<file path="src/rtl/clk_div_prog_pkg.sv">
// Shared definitions for the programmable multi-channel clock divider:
// the "off" divisor value, the per-edge channel action encoding and the
// channel-index width helper.
package clk_div_prog_pkg;

    // Divisor value that parks a channel (no tick, clk_out low).
    localparam int DIV_OFF = 0;

    // What a channel does on a given edge, in priority order.
    typedef enum logic [2:0] {
        ACT_STOP  = 3'd0,   // run enable low
        ACT_SYNC  = 3'd1,   // phase-align pulse
        ACT_OFF   = 3'd2,   // divisor is DIV_OFF
        ACT_WRAP  = 3'd3,   // last cycle of the period
        ACT_COUNT = 3'd4    // ordinary count step
    } chan_act_e;

    // Width of the channel-select field; never narrower than one bit.
    function automatic int chan_idx_w(input int channels);
        int w;
        if (channels > 1) begin
            w = $clog2(channels);
        end else begin
            w = 1;
        end
        return w;
    endfunction

endpackage

</file>
<file path="src/rtl/clk_div_prog_chan.sv">
// One divider channel: period counter, active and pending divisor, and
// registered clk_out / tick. A pending divisor only takes over at a period
// boundary (wrap, sync, stop or off), so the running period always completes.
module clk_div_prog_chan
    import clk_div_prog_pkg::*;
#(
    parameter int WIDTH       = 16,
    parameter int DEFAULT_DIV = 2
) (
    input  logic             clk,
    input  logic             rst,
    input  logic             en,
    input  logic             sync,
    input  logic             wr,
    input  logic [WIDTH-1:0] wr_div,
    output logic             pend,
    output logic             clk_out,
    output logic             tick
);

    localparam logic [WIDTH-1:0] ZERO    = WIDTH'(0);
    localparam logic [WIDTH-1:0] ONE     = WIDTH'(1);
    localparam logic [WIDTH-1:0] TWO     = WIDTH'(2);
    localparam logic [WIDTH-1:0] OFF     = WIDTH'(DIV_OFF);
    localparam logic [WIDTH-1:0] RST_DIV = WIDTH'(DEFAULT_DIV);

    logic [WIDTH-1:0] cnt_r;
    logic [WIDTH-1:0] div_r;
    logic [WIDTH-1:0] pend_div_r;
    logic             pend_v_r;
    logic             out_r;
    logic             tick_r;

    chan_act_e        act_s;
    logic [WIDTH-1:0] n_eff_s;
    logic [WIDTH-1:0] cnt_inc_s;

    // Pick this edge's action by priority and the divisor in force after a boundary
    always_comb begin
        cnt_inc_s = cnt_r + ONE;
        if (!en) begin
            act_s = ACT_STOP;
        end else if (sync) begin
            act_s = ACT_SYNC;
        end else if (div_r == OFF) begin
            act_s = ACT_OFF;
        end else if (cnt_r == (div_r - ONE)) begin
            act_s = ACT_WRAP;
        end else begin
            act_s = ACT_COUNT;
        end
        if (pend_v_r) begin
            n_eff_s = pend_div_r;
        end else begin
            n_eff_s = div_r;
        end
    end

    // Counter, divisor hand-over, config capture and output flops
    always_ff @(posedge clk) begin
        if (rst) begin
            cnt_r      <= ZERO;
            div_r      <= RST_DIV;
            pend_div_r <= RST_DIV;
            pend_v_r   <= 1'b0;
            out_r      <= 1'b0;
            tick_r     <= 1'b0;
        end else begin
            case (act_s)
                ACT_STOP: begin
                    cnt_r  <= ZERO;
                    out_r  <= 1'b0;
                    tick_r <= 1'b0;
                end
                ACT_SYNC, ACT_OFF: begin
                    cnt_r  <= ZERO;
                    out_r  <= (n_eff_s >= TWO);
                    tick_r <= 1'b0;
                end
                ACT_WRAP: begin
                    cnt_r  <= ZERO;
                    out_r  <= (n_eff_s >= TWO);
                    tick_r <= 1'b1;
                end
                ACT_COUNT: begin
                    cnt_r  <= cnt_inc_s;
                    out_r  <= (cnt_inc_s < (div_r >> 1));
                    tick_r <= 1'b0;
                end
                default: begin
                    cnt_r  <= ZERO;
                    out_r  <= 1'b0;
                    tick_r <= 1'b0;
                end
            endcase
            // Every action except a plain count step is a period boundary.
            // A new request is only taken while nothing is pending, so it can
            // never be consumed at the edge that accepts it.
            if (pend_v_r && (act_s != ACT_COUNT)) begin
                div_r    <= pend_div_r;
                pend_v_r <= 1'b0;
            end else if (!pend_v_r && wr) begin
                pend_div_r <= wr_div;
                pend_v_r   <= 1'b1;
            end
        end
    end

    assign pend    = pend_v_r;
    assign clk_out = out_r;
    assign tick    = tick_r;

endmodule

</file>
<file path="src/rtl/clk_div_prog.sv">
// Multi-channel runtime-programmable clock divider. Decodes the config port
// into per-channel write strobes and muxes the selected channel's ready back.
// cfg_ch -> cfg_ready is the only combinational path.
module clk_div_prog
    import clk_div_prog_pkg::*;
#(
    parameter int  CHANNELS    = 4,
    parameter int  WIDTH       = 16,
    parameter int  DEFAULT_DIV = 2,
    localparam int CH_W        = chan_idx_w(CHANNELS)
) (
    input  logic                clk,
    input  logic                rst,
    input  logic [CHANNELS-1:0] en,
    input  logic                sync,
    input  logic                cfg_valid,
    output logic                cfg_ready,
    input  logic [CH_W-1:0]     cfg_ch,
    input  logic [WIDTH-1:0]    cfg_div,
    output logic [CHANNELS-1:0] clk_out,
    output logic [CHANNELS-1:0] tick
);

    localparam logic [CH_W:0] CH_LIMIT = (CH_W + 1)'(CHANNELS);

    logic [CHANNELS-1:0] pend_s;
    logic [CHANNELS-1:0] wr_s;
    logic                in_range_s;

    // Ready mux: a non-existent channel always accepts (and ignores) requests
    always_comb begin
        in_range_s = ({1'b0, cfg_ch} < CH_LIMIT);
        if (in_range_s) begin
            cfg_ready = !pend_s[cfg_ch];
        end else begin
            cfg_ready = 1'b1;
        end
    end

    for (genvar g = 0; g < CHANNELS; g++) begin : g_chan
        // The channel itself refuses the strobe while it holds a pending divisor.
        assign wr_s[g] = cfg_valid && (cfg_ch == CH_W'(g));

        clk_div_prog_chan #(
            .WIDTH      (WIDTH),
            .DEFAULT_DIV(DEFAULT_DIV)
        ) u_chan (
            .clk    (clk),
            .rst    (rst),
            .en     (en[g]),
            .sync   (sync),
            .wr     (wr_s[g]),
            .wr_div (cfg_div),
            .pend   (pend_s[g]),
            .clk_out(clk_out[g]),
            .tick   (tick[g])
        );
    end

endmodule

</file>
<file path="config.mk">
export PLATFORM = sky130hd
export DESIGN_NAME = clk_div_prog
export DESIGN_NICKNAME = d
export VERILOG_FILES = /design/src/rtl/clk_div_prog_pkg.sv /design/src/rtl/clk_div_prog_chan.sv /design/src/rtl/clk_div_prog.sv
export SDC_FILE = /design/constraint.sdc
export NUM_CORES = 1
export LEC_CHECK = 0
export CORE_MARGIN = 2
export CORE_UTILIZATION = 45
export CTS_CLUSTER_SIZE = 28
export DETAILED_ROUTE_END_ITERATION = 16
export GPL_TIMING_DRIVEN = 0
export HOLD_SLACK_MARGIN = 0.05
export SYNTH_ARGS = -nofsm -noshare
export SYNTH_HDL_FRONTEND = slang
export SYNTH_HIERARCHICAL = 1
export SYNTH_SLANG_ARGS = --single-unit
</file>
<file path="constraint.sdc">
create_clock -name clk -period 3.22 [get_ports clk]
set_clock_uncertainty 0.1 [all_clocks]
set_input_delay 0.644 -clock clk [delete_from_list [all_inputs] [get_ports clk]]
set_output_delay 0.644 -clock clk [all_outputs]
set_load 0.01 [all_outputs]
</file>
# Word level (Yosys, flattened, before mapping)
# Cells that the tools add are included.
dict set report op_classes {
  addsub 8
  multipliers 0
  div_mod_pow 0
  magnitude_cmp 9
  eq_ne 27
  shift 0
  n_mux 30
  n_bitwise 8
  n_reduce_logical 38
}
# cell n
set ops {}
lappend ops {{$add 16x1->16 const B} 4}
lappend ops {{$eq 16x16->1} 4}
lappend ops {{$ge 16x2->1 const B} 4}
lappend ops {{$logic_not 16->1} 4}
lappend ops {{$lt 16x15->1} 4}
lappend ops {{$mux 16} 4}
lappend ops {{$sub 16x1->16 const B} 4}
lappend ops {{$mux 3} 16}
lappend ops {{$eq 3x2->1 const B} 8}
lappend ops {{$reduce_or 2->1} 8}
lappend ops {{$eq 3x1->1 const B} 4}
lappend ops {{$eq 3x3->1 const B} 4}
lappend ops {{$logic_and 1x1->1} 12}
lappend ops {{$ne 3x3->1 const B} 4}
lappend ops {{$reduce_or 3->1} 4}
lappend ops {{$not 1->1} 8}
lappend ops {{$pmux 1 s2} 4}
lappend ops {{$reduce_and 2->1} 4}
lappend ops {{$logic_not 1->1} 5}
lappend ops {{$mux 1} 5}
lappend ops {{$eq 2x2->1 const B} 2}
lappend ops {{$lt 2x3->1 const B} 1}
lappend ops {{$bmux 1 s2} 1}
lappend ops {{$eq 2x1->1 const B} 1}
lappend ops {{$logic_not 2->1} 1}
dict set report totals {
  reg_bits 204
  latch_bits 0
  ramBits 0
  romBits 0
  in_bits 26
  output_inout_bits 9
  wordCells 144
  mem_count 0
}

# Logic depth before layout (Yosys ltp)
# Gate-level depths: netlist of the first run.
dict set report depth {
  ltp_word 10
  ltp_mapped 12
  ltp_nobuf 12
}

# Cells and area by module
# Netlist of the first run, hierarchy kept.
# mod instances cells_per_inst area_each_um2 seq_area_each_um2
set by_module_without_submodules {}
lappend by_module_without_submodules {{clk_div_prog_chan at g_chan[0].u_chan ...} 3 355 2997.9 1021.0}
lappend by_module_without_submodules {{clk_div_prog_chan at g_chan[3].u_chan} 1 359 2999.1 1021.0}
lappend by_module_without_submodules {clk_div_prog 1 7 58.8 0.0}

# Least setup slack after synthesis of the first run
# Ideal clock, no wire load.
dict set report synth_path {
  kind {register to register}
  startpoint {reg g_chan[0].u_chan.div_r[0]}
  endpoint {reg g_chan[0].u_chan.div_r[1]}
  setup_ns 0.120
  t_arrival_ns 2.522
  required_time_ns 3.000
  path_slack_ns 0.478
  stages_incl_launch_ff 13
  n_path_buf 3
  synth_period_minus_slack_ns 2.742
  cell_sequence {dfxtp_1 -> inv_1 -> ha_1 -> buf_1 -> o21ba_2 -> a221oi_1 -> a41oi_1 -> a2111oi_2 -> o2111ai_1 -> a31o_1 -> buf_6 -> buf_6 -> mux2i_1}
}
dict set report synth_between {
  elab_chain_len 8
  elab_cells_between_ends 9
  cone_classes {1 x add/sub; 2 x eq/ne; 4 x mux; 2 x reduce/logical}
}
# item line_no
set synth_rtl {}
lappend synth_rtl {{start: declaration} clk_div_prog_chan.sv:28} ;# logic [WIDTH-1:0] div_r;
lappend synth_rtl {{start signal: assignment} clk_div_prog_chan.sv:100} ;# div_r <= pend_div_r;
lappend synth_rtl {{$sub 16x1->16} clk_div_prog_chan.sv:47} ;# end else if (cnt_r == (div_r - ONE)) begin
lappend synth_rtl {{$eq 16x16->1} clk_div_prog_chan.sv:47}
lappend synth_rtl {{$mux 3} clk_div_prog_chan.sv:47}
lappend synth_rtl {{$mux 3 *} clk_div_prog_chan.sv:45} ;# end else if (div_r == OFF) begin
lappend synth_rtl {{$mux 3 *} clk_div_prog_chan.sv:43} ;# end else if (sync) begin
lappend synth_rtl {{$mux 3 *} clk_div_prog_chan.sv:41} ;# if (!en) begin
lappend synth_rtl {{$ne 3x3->1 *} clk_div_prog_chan.sv:99} ;# if (pend_v_r && (act_s != ACT_COUNT)) begin
lappend synth_rtl {{$logic_and 1x1->1 *} clk_div_prog_chan.sv:99}
# Every way passes the cells marked *; elsewhere a longest branch is shown, timed or not.
# A chain may end at the register's enable or synchronous reset.

# Worst setup path after layout of the first run
dict set report layout_path {
  startpoint {in cfg_ch[1]}
  endpoint {out cfg_ready}
}
dict set report layout_between {
  elab_chain_len 3
}
# item line_no
set layout_rtl {}
lappend layout_rtl {{start: declaration} clk_div_prog.sv:18} ;# input logic [CH_W-1:0] cfg_ch,
lappend layout_rtl {{$bmux 1 s2} clk_div_prog.sv:34} ;# cfg_ready = !pend_s[cfg_ch];
lappend layout_rtl {{$mux 1 (not written as such)} clk_div_prog.sv:34}
lappend layout_rtl {{$logic_not 1->1} clk_div_prog.sv:34}
lappend layout_rtl {{end: declaration} clk_div_prog.sv:17} ;# output logic cfg_ready,
# No other way between the ends. The select of a mux whose other input is x is not followed.

==> results of run 1 <==
## worst paths after layout
kind	startpoint	to	slack (ns)	cells after the start
worst max-delay path	cfg_ch[1]	cfg_ready	0.19	4
worst min-delay path	g_chan[3].u_chan/pend_div_r[0]$_SDFFE_PP0P_	g_chan[3].u_chan/div_r[0]$_SDFFE_PP0P_	0.36	2
worst max register to register	g_chan[3].u_chan/cnt_r[2]$_SDFF_PP0_	g_chan[3].u_chan/clk_out$_SDFF_PP0_	0.23	11
worst min register to register	g_chan[3].u_chan/pend_div_r[0]$_SDFFE_PP0P_	g_chan[3].u_chan/div_r[0]$_SDFFE_PP0P_	0.36	2
## power breakdown
group / switching [mW] / internal [mW]
Clock: 1.07 / 1.84
Sequential: 0.0384 / 2.56
Combinational: 0.207 / 0.163
## cell usage in the layout, fill, tap and decap left out, types with 15 or more instances in the layout
cell type        Yosys  final
a21o_1              24     24
a21oi_1             72     72
clkbuf_1            46     45
clkbuf_16            0     25
clkdlybuf4s50_1      0     33
dfxtp_1            204    199
ha_1                64     63
inv_1               88     88
mux2i_1             75     75
nand2_1            163    163
nand2b_1           127    127
nand3_1             44     43
nand4_1             29     29
nor2_1              76     76
nor2b_1             56     56
nor3_1              42     36
nor4_1              32     32
o211ai_1            15     15
xnor2_1             56     56
xor2_1              69     69
## worst register-to-register path: cells and delay by family (launching register included)
kind	cells	cell delay [ns]
AO/OA/AOI/OAI	5	1.18
AND/OR/NAND/NOR	2	0.37
buffers and inverters	1	0.32
flip-flops	1	0.30
adder cells (fa/ha/maj)	1	0.28
XOR/XNOR	1	0.19
multiplexers	1	0.17
## per-stage QoR
step	hold WS, ns	utilization, %	power (mW)	area [sq um]
3_5_place_dp	0.352	48.9	3.02	12800
2_1_floorplan	0.337	-	2.87	12100
5_1_grt	0.373	52.5	6.10	13800
3_3_place_gp	0.351	48.9	3.02	12800
6_report	0.362	52.5	5.89	13800
4_1_cts	0.363	52.3	5.95	13700
## final cells by class
cell class	instances	area [sq um]
clock buffer	32	702
buffer	60	323
sequential	204	4090
timing repair buffer	40	384
tap	335	419
multi-input combinational	1073	7350
clock inverter	11	155
inverter	88	330
fill	2501	12400
## sequential cells by signal (all words and copies together), names as in the netlist
signal                    flops
g_chan.u_chan/div_r          64
g_chan.u_chan/cnt_r          64
g_chan.u_chan/clk_out         4
g_chan.u_chan/pend            4
g_chan.u_chan/tick            4
g_chan.u_chan/pend_div_r     64
## repair_timing
action	4_1_cts	5_1_grt
pin swaps	4	4
buffers inserted	5	1
setup endpoints to repair	41	104
resized for setup	1	19
## metal layers
layer	vias to the layer above	share of wire, %	global-route usage (%)	wire, microns
li1	5072	-	-	-
met1	4714	50	30.2	14700
met2	159	44	32.9	12800
met3	39	4.2	2.46	1230
met4	0	1.6	4.50	478
met5	-	0	0	0
## cell families after synthesis
kind of cell	Yosys count
compound gates	184
xor+xnor	125
fa+ha+maj	64
buf+inv	154
flops	204
mux	76
simple gates	624
==> flow_summary_export.csv, run 1 <==
group,metric,value,unit
power,peakVddDrop,0.000334,V
grt,grt_pass1_vias,9677,
sta,relSlewSlack,27.3,%
die,core,26200,sq um
synthesis,synthSimpleGateAreaFrac,27.8,%
sta,layout_setup_ws,0.195,ns
clock_network,cts_sinks,204,
sta,hold_viol_final,0,
synthesis,synth_edf_count,0,
synthesis,synth.area.mux_share,6.42,%
clock_network,hold_buffers,0,
die,die-area,28100,sq um
layout,syn_to_final_growth,14.2,%
routing,drtAntennaViolNets,0,
synthesis,synthArstFlopShare,0,%
sta,setup_viol,0,
sta,drv_slew,0,
status,status,"finished, final reports clean",
routing,num_vias,9984,
routing,drtIter0Drc,553,
worst_setup_path,setup.worst_path.start_class,"input port",
synthesis,synth_top_area_share,33.9,%
worst_setup_path,crit_required,2.48,ns
die,io_pins,35,
synthesis,synth_seq_cells,204,
sta,tightest_slew,1.09,ns
synthesis,synth_fp_nets,1521,
synthesis,synth_commonest_cells,"dfxtp_1, nand2_1, nand2b_1",
clock_network,clkTransAtPathRegs,0.06,ns
place,pre_cts_slack,-0.125,ns
sta,rsz0062_at_grt,"no",
die,rows,59,
synthesis,synthXorXnorAreaFrac,9.08,%
worst_setup_path,path_max_fanout,5,
die,die_x,168,microns
routing,remaining_drc_errors,0,
die,initial_utilization,46.0,%
worst_setup_path,cpMostUsedCell,"clkdlybuf4s50_1",
synthesis,synth_most_common_cell,"dfxtp_1",
routing,wire_per_inst,15.8,microns
sta,clock.fmax,0.331,GHz
place,gp_congestion,0.793,
synthesis,netlist_area,12100,sq um
clock_network,cts_root_buffer,"clkbuf_16",
worst_setup_path,critPathTopFamily,"buffers and inverters",
power,p_leak,5.54,nW
layout,layout.cells.non_filler,1843,
grt,antenna_found_initial,0,
clock_network,cts_max_level,1,
layout,num_antenna_cells,0,
synthesis,ys.flop_type,"dfxtp_1",
synthesis,synth_cell_types,51,
synthesis,synth_warnings,6,
worst_setup_path,crit_buf_inv,3,
worst_setup_path,crit_chain,"clkdlybuf4s50_1 > mux4_2 > inv_1 > clkdlybuf4s50_1",
routing,first_pass_iters,5,
sta,period_share,93.9,%
synthesis,synthAdderAreaFrac,6.64,%
worst_setup_path,cpMaxStageDelayCell,"clkdlybuf4s50_1",
clock_network,cts_made_buffers,25,
worst_setup_path,end_kind,"output pin",
place,place_hpwl,21700,microns
worst_setup_path,slowest_delay,0.60,ns
die,fp.dieH,168,microns
clock_network,cts_buffer_depth,3,
clock_network,cts_tree,"yes",
routing,post_drt_via_cell_ratio,5.42,
power,power_density,428,nW/um^2
synthesis,synth_area_leaders,"dfxtp_1, ha_1, nand2b_1",
grt,grt_max_degree,25,
sta,fin_setup_tns,0,ns
sta,layout_min_cycle_time,3.03,ns
worst_setup_path,arrival,2.28,ns
routing,wl,29200,microns
synthesis,synth_compound_area_share,10.6,%
clock_network,insertion_delay,0.52,ns
synthesis,yosys.area.top_type,"dfxtp_1",
place,place_inst,1800,
synthesis,synthCells,1431,
grt,grt_pass1_wl,48500,microns
layout,drive_gt1_share,6.70,%
job,cap_violations,0,
grt,track_usage,20.7,%
place,io_buffers,34,
layout,final_net_count,1582,
synthesis,synth_top_family_by_area,"simple AND/OR/NAND/NOR gates",
worst_setup_path,critPathKind,"input port to output pin",
worst_hold_path,hp-class,"flop to flop",
grt,grt_overflow,0,
synthesis,syn_area_per_cell,8.42,sq um
synthesis,yosysSeqAreaShare,33.9,%
(Power assumes the default switching activity.)
==> inputs of run 2 (changes only) <==
--- a/config.mk
+++ b/config.mk
@@ -5,12 +5,15 @@
 export SDC_FILE = /design/constraint.sdc
 export NUM_CORES = 1
 export LEC_CHECK = 0
+export CELL_PAD_IN_SITES_DETAIL_PLACEMENT = 0
+export CELL_PAD_IN_SITES_GLOBAL_PLACEMENT = 1
 export CORE_MARGIN = 2
 export CORE_UTILIZATION = 45
-export CTS_CLUSTER_SIZE = 28
+export CTS_CLUSTER_SIZE = 12
 export DETAILED_ROUTE_END_ITERATION = 16
 export GPL_TIMING_DRIVEN = 0
 export HOLD_SLACK_MARGIN = 0.05
+export PLACE_DENSITY_LB_ADDON = 0.1
 export SYNTH_ARGS = -nofsm -noshare
 export SYNTH_HDL_FRONTEND = slang
 export SYNTH_HIERARCHICAL = 1
==> flow_summary_export.csv, run 2 (synthesized netlist as in run 1, its figures left out) <==
group,metric,value,unit
sta,relSlewSlack,17.2,%
die,die_x,168,microns
worst_setup_path,r2r_setup_slack,0.17,ns
grt,grt_max_degree,25,
worst_setup_path,critPathKind,"flop to flop",
worst_hold_path,hp-class,"flop to flop",
worst_setup_path,arrival,3.39,ns
sta,clock.fmax,0.328,GHz
worst_setup_path,end_kind,"flop",
sta,hold_viol_final,0,
clock_network,cts_sinks,204,
layout,reg.largest.list,"g_chan.u_chan/cnt_r (64), g_chan.u_chan/div_r (64), g_chan.u_chan/pend_div_r (64)",
routing,wire_per_inst,16.3,microns
grt,grt_pass1_vias,9718,
grt,grt_pass1_wl,49900,microns
grt,globalRouteMet3Util,2.79,%
layout,final_net_count,1582,
layout,layout.cells.non_filler,1846,
place,pre_cts_slack,-0.159,ns
clock_network,cts_buffer_depth,3,
place,dpl_cell_area,12800,sq um
sta,layout_min_cycle_time,3.05,ns
grt,grt_util_met1,31.1,%
place,gp_congestion,0.802,
power,power,5.88,mW
worst_setup_path,cpMostUsedCell,"nor2_1",
worst_setup_path,setup.worst_path.start_class,"flop",
layout,utilization,52.5,%
sta,setup_viol,0,
layout,drive_gt1_share,6.55,%
place,io_buffers,34,
clock_network,cts_tree,"yes",
power,power_density,428,nW/um^2
power,peakVddDrop,0.000334,V
die,fp.dieH,168,microns
layout,mostFrequentLayoutCell,"dfxtp_1",
die,core,26200,sq um
grt,grt_overflow,0,
sta,fin_setup_tns,0,ns
routing,drtAntennaViolNets,0,
die,die-area,28100,sq um
die,io_pins,35,
sta,holdWs,0.360,ns
clock_network,cts_max_level,1,
routing,remaining_drc_errors,0,
power,p_leak,5.53,nW
routing,first_pass_iters,5,
routing,wl,30100,microns
worst_setup_path,r2r-start,"g_chan[3].u_chan/cnt_r[0]$_SDFF_PP0_",
grt,grt_most_used_layer,"met2",
grt,antenna_found_initial,0,
place,place_inst,1800,
clock_network,cts_made_buffers,25,
clock_network,insertion_delay,0.53,ns
sta,tightest_slew,1.24,ns
routing,num_vias,9923,
routing,post_drt_via_cell_ratio,5.38,
worst_setup_path,path_max_fanout,6,
status,status,"finished, final reports clean",
place,place_hpwl,22300,microns
worst_setup_path,crit_chain,"ha_1 > nand3_1 > nor2_1 > nand3_1 > nor2_1 > xor2_1 > ha_1 > nand4_1 > nor2_1 > a221oi_1 > o211ai_1 > mux2i_1",
clock_network,clkTransAtPathRegs,0.06,ns
worst_setup_path,r2r-end,"g_chan[3].u_chan/clk_out$_SDFF_PP0_",
routing,drtIter0Drc,539,
sta,period_share,94.7,%
die,rows,59,
die,initial_utilization,46.0,%
worst_setup_path,slowest_delay,0.45,ns
layout,most-common-layout-cells,"dfxtp_1, nand2_1, nand2b_1",
worst_setup_path,crit_start,"g_chan[3].u_chan/cnt_r[0]$_SDFF_PP0_",
sta,layout_setup_ws,0.172,ns
worst_setup_path,cpMaxStageDelayCell,"dfxtp_1",
clock_network,hold_buffers,0,
layout,stdcell_area,13800,sq um
layout,syn_to_final_growth,14.1,%
worst_setup_path,crit_required,3.57,ns
layout,num_antenna_cells,0,
grt,gr-usage-met2,34.3,%
sta,drv_slew,0,
job,cap_violations,0,
grt,track_usage,21.5,%
worst_setup_path,r2r_cells,12,
clock_network,cts_root_buffer,"clkbuf_16",
worst_setup_path,cp-endpoint,"g_chan[3].u_chan/clk_out$_SDFF_PP0_",
run 2: changes by cell type in the layout (fill, tap and decap cells not counted), moves of 3 or more:
cell	change
dfxtp_2	+3
clkinv_2	-4
dfxtp_1	-3
clkbuf_1	+5
buf_2	-3
run 2: worst max-delay path: cells and delay by family, from the launching register on:
| kind | cells | cell delay, ns |
|---|---|---|
| muxes | 1 | 0.19 |
| adders and majority gates | 2 | 0.50 |
| DFF | 1 | 0.45 |
| AOI/OAI and AO/OA | 2 | 0.62 |
| and+or+nand+nor | 6 | 0.92 |
| xor gates and xnor gates | 1 | 0.20 |
run 2: routing by layer:
| layer | up-vias | wire [microns] | part of all wire, % |
|---|---|---|---|
| met5 | - | 0 | 0 |
| met4 | 0 | 643 | 2.1 |
| met3 | 41 | 915 | 3.0 |
| met2 | 132 | 13100 | 44 |
| met1 | 4675 | 15400 | 51 |
| li1 | 5075 | - | - |
run 2: how the worst min path moves through the flow:
stage,from,to,slack [ns],depth (start not counted)
CTS,g_chan[3].u_chan/pend_div_r[0]$_SDFFE_PP0P_,g_chan[3].u_chan/pend_div_r[0]$_SDFFE_PP0P_,0.36,2
global route,g_chan[0].u_chan/pend_div_r[0]$_SDFFE_PP0P_,g_chan[0].u_chan/pend_div_r[0]$_SDFFE_PP0P_,0.38,2
detailed placement,g_chan[3].u_chan/pend_div_r[0]$_SDFFE_PP0P_,g_chan[3].u_chan/pend_div_r[0]$_SDFFE_PP0P_,0.35,2
finish,g_chan[3].u_chan/pend_div_r[0]$_SDFFE_PP0P_,g_chan[3].u_chan/pend_div_r[0]$_SDFFE_PP0P_,0.36,2
global placement,g_chan[1].u_chan/pend_div_r[0]$_SDFFE_PP0P_,g_chan[1].u_chan/pend_div_r[0]$_SDFFE_PP0P_,0.35,2
floorplan,g_chan[0].u_chan/pend_div_r[0]$_SDFFE_PP0P_,g_chan[0].u_chan/pend_div_r[0]$_SDFFE_PP0P_,0.34,2
run 2: final cells by class:
class | instances | area, sq um
Buffer | 62 | 338
Clock inverter | 9 | 130
Sequential cell | 204 | 4090
Inverter | 88 | 330
Multi-Input combinational cell | 1073 | 7350
Fill cell | 2512 | 12500
Clock buffer | 37 | 721
Timing Repair Buffer | 38 | 369
Tap cell | 335 | 419
run 2: timing repair:
item / CTS / global route
endpoints found under the setup margin: 41 / 88
buffers inserted: 4 / 0
pin swaps: 4 / 4
resized for setup: 1 / 23
run 2: power breakdown:
group / total, mW / internal, mW / switching [mW]
clock network: 2.90 / 1.79 / 1.11
logic: 0.375 / 0.164 / 0.211
registers: 2.60 / 2.56 / 0.0388
